[src/rtl/gray_pkg.sv]
// Shared Gray-code helpers and the legal width range for Gray counters.
package gray_pkg;

  localparam int unsigned GRAY_W_MIN = 2;
  localparam int unsigned GRAY_W_MAX = 16;

  // Binary to Gray: each bit XORed with its upper neighbour.
  function automatic logic [GRAY_W_MAX-1:0] bin2gray(input logic [GRAY_W_MAX-1:0] b);
    return b ^ (b >> 1);
  endfunction

  // Gray to binary: XOR prefix running from the MSB downward.
  function automatic logic [GRAY_W_MAX-1:0] gray2bin(input logic [GRAY_W_MAX-1:0] g);
    logic [GRAY_W_MAX-1:0] b;
    b[GRAY_W_MAX-1] = g[GRAY_W_MAX-1];
    for (int i = GRAY_W_MAX - 2; i >= 0; i--) begin
      b[i] = b[i+1] ^ g[i];
    end
    return b;
  endfunction

endpackage

[src/rtl/gray_counter_n_if.sv]
// Control and status bundle of the Gray counter.
interface gray_counter_n_if #(
  parameter int unsigned WIDTH = 3
);
  logic             En;
  logic             Up;
  logic             Load;
  logic [WIDTH-1:0] LoadGray;
  logic             ClrFlags;
  logic [WIDTH-1:0] Output;
  logic [WIDTH-1:0] Binary;
  logic             Overflow;
  logic             Underflow;
  logic             Tick;

  modport master (
    output En, Up, Load, LoadGray, ClrFlags,
    input  Output, Binary, Overflow, Underflow, Tick
  );

  modport slave (
    input  En, Up, Load, LoadGray, ClrFlags,
    output Output, Binary, Overflow, Underflow, Tick
  );
endinterface

[src/rtl/gray_counter_n_gray2bin.sv]
// Combinational Gray-to-binary decoder, reusable by any Gray consumer.
module gray2bin
  import gray_pkg::*;
#(
  parameter int unsigned WIDTH = 3
) (
  input  logic [WIDTH-1:0] gray,
  output logic [WIDTH-1:0] bin
);

  // Zero-extended upper bits decode to zero, so the low WIDTH bits are exact.
  assign bin = WIDTH'(gray_pkg::gray2bin(GRAY_W_MAX'(gray)));

endmodule

[src/rtl/gray_counter_n.sv]
// Parametrised Gray counter: up/down, Gray load, wrap or saturate, sticky flags.
module gray_counter_n
  import gray_pkg::*;
#(
  parameter int unsigned WIDTH    = 3,
  parameter bit          SATURATE = 1'b0
) (
  input  logic          Clk,
  input  logic          Reset_n,
  gray_counter_n_if.slave bus
);

  if (WIDTH < GRAY_W_MIN || WIDTH > GRAY_W_MAX) begin : g_bad_width
    $error("gray_counter_n: WIDTH out of range");
  end

  localparam logic [WIDTH-1:0] MAX = '1;

  logic [WIDTH-1:0] cnt_q, cnt_d;
  logic [WIDTH-1:0] gray_q, gray_d;
  logic             ovf_q, ovf_d;
  logic             unf_q, unf_d;
  logic             tick_q, tick_d;
  logic             ovf_set, unf_set;
  logic [WIDTH-1:0] load_bin;

  gray2bin #(.WIDTH(WIDTH)) u_load_dec (
    .gray (bus.LoadGray),
    .bin  (load_bin)
  );

  // Next count, end-of-range events and sticky flag update.
  always_comb begin
    cnt_d   = cnt_q;
    tick_d  = 1'b0;
    ovf_set = 1'b0;
    unf_set = 1'b0;
    if (bus.Load) begin
      cnt_d = load_bin;
    end else if (bus.En) begin
      if (bus.Up) begin
        if (cnt_q == MAX) begin
          ovf_set = 1'b1;
          tick_d  = 1'b1;
          cnt_d   = SATURATE ? MAX : '0;
        end else begin
          cnt_d = cnt_q + WIDTH'(1);
        end
      end else begin
        if (cnt_q == '0) begin
          unf_set = 1'b1;
          tick_d  = 1'b1;
          cnt_d   = SATURATE ? '0 : MAX;
        end else begin
          cnt_d = cnt_q - WIDTH'(1);
        end
      end
    end
    // A set on the same edge as a clear wins.
    ovf_d  = ovf_set | (ovf_q & ~bus.ClrFlags);
    unf_d  = unf_set | (unf_q & ~bus.ClrFlags);
    gray_d = WIDTH'(bin2gray(GRAY_W_MAX'(cnt_d)));
  end

  // State register with synchronous active-low reset.
  always_ff @(posedge Clk) begin
    if (!Reset_n) begin
      cnt_q  <= '0;
      gray_q <= '0;
      ovf_q  <= 1'b0;
      unf_q  <= 1'b0;
      tick_q <= 1'b0;
    end else begin
      cnt_q  <= cnt_d;
      gray_q <= gray_d;
      ovf_q  <= ovf_d;
      unf_q  <= unf_d;
      tick_q <= tick_d;
    end
  end

  assign bus.Binary    = cnt_q;
  assign bus.Output    = gray_q;
  assign bus.Overflow  = ovf_q;
  assign bus.Underflow = unf_q;
  assign bus.Tick      = tick_q;

endmodule

[src/flat_wrapper.sv]
// flat-port wrapper written by rule: the top's interface ports become plain ports
module gray_counter_n_flat import gray_pkg::*;
#(
  parameter int unsigned WIDTH    = 3,
  parameter bit          SATURATE = 1'b0
)
  (Clk, Reset_n, bus_En, bus_Up, bus_Load, bus_LoadGray, bus_ClrFlags, bus_Output, bus_Binary, bus_Overflow, bus_Underflow, bus_Tick);
  gray_counter_n_if #(.WIDTH(WIDTH)) bus_i ();
  input  logic Clk;
  input  logic Reset_n;
  input wire logic [$bits(bus_i.En)-1:0] bus_En;
  input wire logic [$bits(bus_i.Up)-1:0] bus_Up;
  input wire logic [$bits(bus_i.Load)-1:0] bus_Load;
  input wire logic [$bits(bus_i.LoadGray)-1:0] bus_LoadGray;
  input wire logic [$bits(bus_i.ClrFlags)-1:0] bus_ClrFlags;
  output wire logic [$bits(bus_i.Output)-1:0] bus_Output;
  output wire logic [$bits(bus_i.Binary)-1:0] bus_Binary;
  output wire logic [$bits(bus_i.Overflow)-1:0] bus_Overflow;
  output wire logic [$bits(bus_i.Underflow)-1:0] bus_Underflow;
  output wire logic [$bits(bus_i.Tick)-1:0] bus_Tick;
  assign bus_i.En = bus_En;
  assign bus_i.Up = bus_Up;
  assign bus_i.Load = bus_Load;
  assign bus_i.LoadGray = bus_LoadGray;
  assign bus_i.ClrFlags = bus_ClrFlags;
  assign bus_Output = bus_i.Output;
  assign bus_Binary = bus_i.Binary;
  assign bus_Overflow = bus_i.Overflow;
  assign bus_Underflow = bus_i.Underflow;
  assign bus_Tick = bus_i.Tick;
  gray_counter_n #(.WIDTH(WIDTH), .SATURATE(SATURATE)) u_core (.Clk(Clk), .Reset_n(Reset_n), .bus(bus_i));
endmodule
[config.mk]
export PLATFORM = sky130hd
export DESIGN_NAME = gray_counter_n_flat
export DESIGN_NICKNAME = d
export VERILOG_FILES = /design/src/rtl/gray_pkg.sv /design/src/rtl/gray_counter_n_if.sv /design/src/rtl/gray_counter_n_gray2bin.sv /design/src/rtl/gray_counter_n.sv /design/src/flat_wrapper.sv
export SDC_FILE = /design/constraint.sdc
export NUM_CORES = 1
export LEC_CHECK = 0
export CORE_MARGIN = 2
export CORE_UTILIZATION = 30
export DETAILED_ROUTE_END_ITERATION = 8
export HOLD_SLACK_MARGIN = 0.05
export PLACE_DENSITY = 0.71
export SLEW_MARGIN = 20
export SYNTH_ARGS = -nofsm -noshare
export SYNTH_HDL_FRONTEND = slang
export SYNTH_SLANG_ARGS = --single-unit
[constraint.sdc]
create_clock -name Clk -period 1.6 [get_ports Clk]
set_input_delay 0.16 -clock Clk [delete_from_list [all_inputs] [get_ports Clk]]
set_output_delay 0.16 -clock Clk [all_outputs]
set_load 0.01 [all_outputs]
==> reports/qor.tcl, run 1 <==
set qor(placementRows) 14
set qor(synth.net_count) 62
set qor(cp-end-kind) {flip-flop}
set qor(finalCriticalPeriod_ps) 1600
set qor(fillerInstances) 133
set qor(cts_inserted_buffers) 3
set qor(outcome) {finished with violations}
set qor(post_layout_nonfiller_instances) 94
set qor(final_min_period_over_clock_period_pct) 100
set qor(cpPeakStageDelay_ps) 370
set qor(largest_net_degree_at_the_start_of_global_routing) 9
set qor(synthCells) 49
set qor(power.density_cell_area_nw_per_um2) 746
set qor(yosysWarnings) 0
set qor(finalSetupViolCount) 1
set qor(cts.sink_count) 8
set qor(final_hold_viol_count) 0
set qor(dr_total_vias) 441
set qor(flow.area_growth_from_synthesis_pct) 76.7
set qor(rsz_0062_raised_after_global_routing) {true}
set qor(cap_violations) 0
set qor(synth.top_cells.by_area) {dfxtp_1, ha_1, xnor2_1}
set qor(required_ps) 1740
set qor(finalClockSkew_ps) 12.4
set qor(worstSkewPairLatency_ps) 250
set qor(clock_root_cell) {clkbuf_4}
set qor(path_clk_slew_ps) 60
set qor(post_synthesis_register_bit_count) 8
set qor(finalCoreUtilization_pct) 55.4
set qor(crit_path_start_kind) {flip-flop}
set qor(placed_area_um2) 721
set qor(final.setup.tns_ps) -1.14
set qor(finalMaxSlewViolations) 0
set qor(route.detailed.wl_per_inst_um) 11.0
set qor(floorplan.die.height_um) 43.2
set qor(first_iter_violations) 5
set qor(antenna_cells) 0
set qor(clockBufferDepth) 2
set qor(rr_worst_depth) 8
set qor(power_leakage_nw) 0.312
set qor(synth.yosys.seq_area_share_pct) 34.7
set qor(number_of_antenna_violations_at_the_first_check_in_global_routing) 0
set qor(post-synth-top-area-fraction_pct) 34.7
set qor(worstPathCellList) {inv_2 -> buf_4 -> ha_2 -> a21oi_2 -> o31ai_1 -> a221oi_2 -> xor2_1 -> and2_1}
set qor(drt-vias-per-instance) 4.69
set qor(max_freq_mhz) 625
set qor(multi_input_gate_area_in_the_final_layout_um2) 352
set qor(number_of_global_route_vias_before_repair) 400
set qor(number_of_stages_on_the_worst_setup_path) 8
set qor(avgSynthCellArea_um2) 9.42
set qor(initial_core_util_pct) 31.4
set qor(tightest_slew_ps) 318
set qor(ant_nets) 0
set qor(dpl.hpwl_um) 778
set qor(yosysUniqueCellTypes) 23
set qor(post-route-cell-area_um2) 816
set qor(port-buffer-count) 17
set qor(worst-endpoint-arrival_ps) 1740
set qor(ff_latch_area_um2) 165
set qor(dp_cells) 91
set qor(holdCritPathClass) {flip-flop to flip-flop}
set qor(route.detailed.drc) 0
set qor(chipWidth_um) 43.2
set qor(failed_checks) {negative setup slack}
set qor(library_cell_with_the_largest_summed_area_after_synthesis) {dfxtp_1}
set qor(ctsHoldBuffers) 0
set qor(hold_depth) 2
set qor(gp_congestion) 0.760
set qor(drt_pre_antenna_iters) 2
set qor(crit_path_top_delay_cell) {dfxtp_4}
set qor(die_area_um2) 1870
set qor(finalWirelength_um) 1040
set qor(clock_tree_from_tritoncts) {built}
set qor(cts_htree_levels) 1
set qor(worst_path_dominant_cell_family) {compound AO/OA/AOI/OAI gates}
set qor(worstPathMaxFanout) 3
set qor(worst_slack_ps) -1.14
set qor(syn-cell-area_um2) 462
set qor(io_pins) 18
set qor(global_route_wire_length_before_repair_um) 1560
set qor(core_area_um2) 1470
set qor(fraction_of_layout_instances_using_a_drive_strength_above_1_pct) 38.5
set qor(worstSetupPathType) {flip-flop to flip-flop}
set qor(worstPathBufferInverterCount) 2
set qor(max-slew-margin-rel_pct) 78.7
set qor(setup_slack_at_placement_ps) -51.7
set qor(globalRoute.totalOverflow) 0
set qor(grt_util_all_layers_pct) 10.7
set qor(vdd_ir_drop_max_mv) 0.534
set qor(layout_nets) 93
## power by group
group | internal (mW) | leakage (nW) | switching, mW
Combinational | 0.134 | 0.231 | 0.0901
Sequential | 0.217 | 0.0668 | 0.0137
Clock | 0.0858 | 0.0138 | 0.0682
## layer usage
metal  wire length [um]  global-route usage, %  up-vias
met5                  0                      0        -
met4                  0                      0        0
met3                 43                   2.55        0
met2                535                   20.6       11
met1                458                   12.3      203
li1                   -                      -      227
## final timing paths
| path | start | to | slack (ps) |
|---|---|---|---|
| max | u_core.bus.Binary[0] | u_core.bus.Output[1] | -1 |
| min | u_core.bus.Overflow | u_core.bus.Overflow | 470 |
| max reg2reg | u_core.bus.Binary[0] | u_core.bus.Output[1] | -1 |
| min reg2reg | u_core.bus.Overflow | u_core.bus.Overflow | 470 |
## synthesized netlist by cell type
cell type,number
o31ai_1,1
ha_1,4
and2_1,4
nor2_1,2
nor3_1,2
o211ai_1,1
a21oi_1,2
xnor2_1,3
xor2_1,2
nand3_1,1
a21oi_2,1
a32o_1,1
a21boi_0,1
o21a_1,1
dfxtp_1,8
inv_1,3
and2_2,1
nand4b_1,1
a211oi_1,1
nor2b_1,4
buf_4,1
a221oi_2,1
nand2b_1,3
## layout by cell type (no fill, tap or decap)
cell type	netlist	routed
a211oi_2	0	1
o21a_1	1	1
and2_2	1	1
a21boi_0	1	1
a221oi_2	1	1
a21oi_2	1	3
buf_4	1	10
a32o_2	0	1
inv_1	3	1
xnor2_1	3	2
nand2b_1	3	3
ha_2	0	1
dfxtp_2	0	1
clkdlybuf4s50_1	0	17
and2_1	4	4
o211ai_1	1	1
dfxtp_4	0	1
nor2_1	2	1
nor3_1	2	2
clkbuf_4	0	3
xnor2_2	0	1
dfxtp_1	8	6
nor2b_1	4	4
xor2_1	2	2
nand4b_1	1	1
ha_4	0	3
o31ai_1	1	1
nor2_4	0	1
inv_2	0	2
nand3_1	1	1
## state kept, by name, summed over array words and instances (netlist names)
| signal | flops |
|---|---|
| u_core.bus.Binary | 2 |
| u_core.bus.Output | 3 |
| u_core.bus.Overflow | 1 |
| u_core.bus.Tick | 1 |
| u_core.bus.Underflow | 1 |
## timing repair
action	in CTS	in global routing
gates resized for setup	3	13
endpoints found under the setup margin	2	2
buffers inserted	1	1
pin swaps	8	4
## worst register-to-register path: stages (launching register included)
cell      delay, ps
dfxtp_4         370
inv_2            60
buf_4           120
ha_2            180
a21oi_2         110
o31ai_1          90
a221oi_2        310
xor2_1          100
and2_1          140
## kinds of logic (layout without fill, tap and decap cells)
kind of cell / after synthesis / in the layout / share of synthesized area [%]
AO/OA/AOI/OAI: 10 / 10 / 17.6
buffers and inverters: 4 / 33 / 4.07
XOR/XNOR: 5 / 5 / 9.49
adder cells (fa/ha/maj): 4 / 4 / 10.8
flip-flops: 8 / 8 / 34.7
AND/OR/NAND/NOR: 18 / 18 / 23.3
## cell type report
class / count / share of cell area (%)
Sequential cell: 8 / 20.2
Inverter: 3 / 1.38
Multi-Input combinational cell: 37 / 43.1
Clock buffer: 3 / 2.76
Tap cell: 16 / 2.45
Timing Repair Buffer: 27 / 30.1
## per-stage QoR
| stage | hold WS, ps | total power [mW] |
|---|---|---|
| finish | 474 | 0.609 |
| global route | 508 | 0.646 |
| CTS | 479 | 0.581 |
| detailed placement | 469 | 0.427 |
| global placement | 473 | 0.424 |
| floorplan | 278 | 0.321 |
Note: power is estimated with default switching activity, not from simulation.
==> run 2: changes to the inputs <==
--- a/config.mk
+++ b/config.mk
@@ -5,11 +5,11 @@
 export SDC_FILE = /design/constraint.sdc
 export NUM_CORES = 1
 export LEC_CHECK = 0
-export CORE_MARGIN = 2
-export CORE_UTILIZATION = 30
+export CORE_AREA = 2 2 39 41
 export DETAILED_ROUTE_END_ITERATION = 8
+export DIE_AREA = 0 0 41 43
 export HOLD_SLACK_MARGIN = 0.05
-export PLACE_DENSITY = 0.71
+export PLACE_DENSITY = 0.76
 export SLEW_MARGIN = 20
 export SYNTH_ARGS = -nofsm -noshare
 export SYNTH_HDL_FRONTEND = slang
==> constraint.sdc (replaced) <==
create_clock -name Clk -period 2 [get_ports Clk]
set_input_delay 0.2 -clock Clk [delete_from_list [all_inputs] [get_ports Clk]]
set_output_delay 0.2 -clock Clk [all_outputs]
set_load 0.01 [all_outputs]
==> reports/qor.tcl, run 2 (same netlist as run 1, synthesis figures left out) <==
set qor(cp-end-kind) {flip-flop}
set qor(gp_congestion) 0.765
set qor(worst_slack_ps) 206
set qor(first_iter_violations) 7
set qor(required_ps) 2150
set qor(route.detailed.wl_per_inst_um) 11.4
set qor(finalClockSkew_ps) 2.21
set qor(clockBufferDepth) 2
set qor(worst-endpoint-arrival_ps) 1940
set qor(final_hold_viol_count) 0
set qor(max-slew-margin-rel_pct) 75.8
set qor(cts.repair.resized) 0
set qor(floorplan.die.height_um) 43
set qor(holdCritPathClass) {flip-flop to flip-flop}
set qor(cts_inserted_buffers) 3
set qor(dpl.hpwl_um) 753
set qor(placementRows) 14
set qor(dr_total_vias) 420
set qor(power_leakage_nw) 0.255
set qor(core_area_um2) 1380
set qor(vdd_ir_drop_max_mv) 0.357
set qor(cts_htree_levels) 1
set qor(clock_tree_from_tritoncts) {built}
set qor(chipWidth_um) 41
set qor(finalSetupViolCount) 0
set qor(worstSetupPathType) {flip-flop to flip-flop}
set qor(rr_worst_depth) 7
set qor(max_freq_mhz) 557
set qor(worstPathMaxFanout) 6
set qor(port-buffer-count) 17
set qor(path_clk_slew_ps) 50
set qor(number_of_antenna_violations_at_the_first_check_in_global_routing) 0
set qor(drt-vias-per-instance) 5.00
set qor(flow.area_growth_from_synthesis_pct) 44.4
set qor(die_area_um2) 1760
set qor(rsz_0062_raised_after_global_routing) {false}
set qor(setup_slack_at_placement_ps) 245
set qor(tightest_slew_ps) 363
set qor(drt_pre_antenna_iters) 2
set qor(layout_nets) 83
set qor(number_of_global_route_vias_before_repair) 364
set qor(route.detailed.drc) 0
set qor(ctsHoldBuffers) 0
set qor(largest_register_ff_count) 3
set qor(ant_nets) 0
set qor(global_route_wire_length_before_repair_um) 1450
set qor(mostFrequentLayoutCells) {clkdlybuf4s50_1, dfxtp_1, nor2b_1, and2_1, ha_1}
set qor(final_min_period_over_clock_period_pct) 89.7
set qor(post-layout-total-power_mw) 0.436
set qor(outcome) {completed}
set qor(finalMaxSlewViolations) 0
set qor(crit_path_start_kind) {flip-flop}
set qor(worstSkewPairLatency_ps) 250
set qor(final.setup.tns_ps) 0
set qor(finalWirelength_um) 958
set qor(io_pins) 18
set qor(antenna_cells) 0
set qor(hold_depth) 2
set qor(globalRoute.totalOverflow) 0
set qor(finalCriticalPeriod_ps) 1790
set qor(dp_cells) 81
set qor(initial_core_util_pct) 33.4
set qor(fraction_of_layout_instances_using_a_drive_strength_above_1_pct) 8.82
set qor(clock_root_cell) {clkbuf_4}
set qor(power.density_cell_area_nw_per_um2) 654
set qor(most_common_cell_after_layout_fill_and_taps_aside) {clkdlybuf4s50_1}
set qor(grt_util_all_layers_pct) 12.9
set qor(post-cts-setup-buffer-count) 0
set qor(post_layout_nonfiller_instances) 84
set qor(largest_net_degree_at_the_start_of_global_routing) 9
set qor(cts.sink_count) 8
set qor(cap_violations) 0
## run 2: critical path, stage by stage (launching register included)
cell	delay, ps
dfxtp_1	440
inv_1	90
ha_1	310
xnor2_1	170
a211oi_1	90
a21oi_1	320
xor2_1	100
and2_1	170
## run 2: where the power goes
group	internal (mW)	leakage, nW	switching, mW
Combinational	0.0752	0.175	0.0554
Clock	0.0685	0.0138	0.0527
Sequential	0.173	0.0659	0.0108
## run 2: per-layer routing
metal	part of all wire [%]	up-vias	GRT usage, %
li1	-	206	-
met1	43	198	15.5
met2	48	14	17.5
met3	7.1	2	4.71
met4	2.0	0	10.0
met5	0	-	0
## run 2: cell type report
type                    count  area (um2)
repair buffers             17         170
fillers                   141         717
multi-input cells          37         283
well taps                  16        20.0
flip-flops and latches      8         160
inverters                   3        11.3
clock buffers               3        22.5
## run 2: path summary, 6_finish.rpt
kind / startpoint / slack (ps) / to
setup / recovery: u_core.bus.Binary[0] / 210 / u_core.bus.Output[1]
hold / removal: u_core.bus.Overflow / 480 / u_core.bus.Overflow
setup reg to reg: u_core.bus.Binary[0] / 210 / u_core.bus.Output[1]
hold reg to reg: u_core.bus.Overflow / 480 / u_core.bus.Overflow
## run 2: per-stage QoR
stage	cell area [um2]	utilization, %	hold slack (ps)
final	667	48.2	480
after global routing	667	48.2	506
after global placement	644	46.6	466
after detailed placement	644	46.6	476
after CTS	667	48.2	485
after floorplan	462	-	318
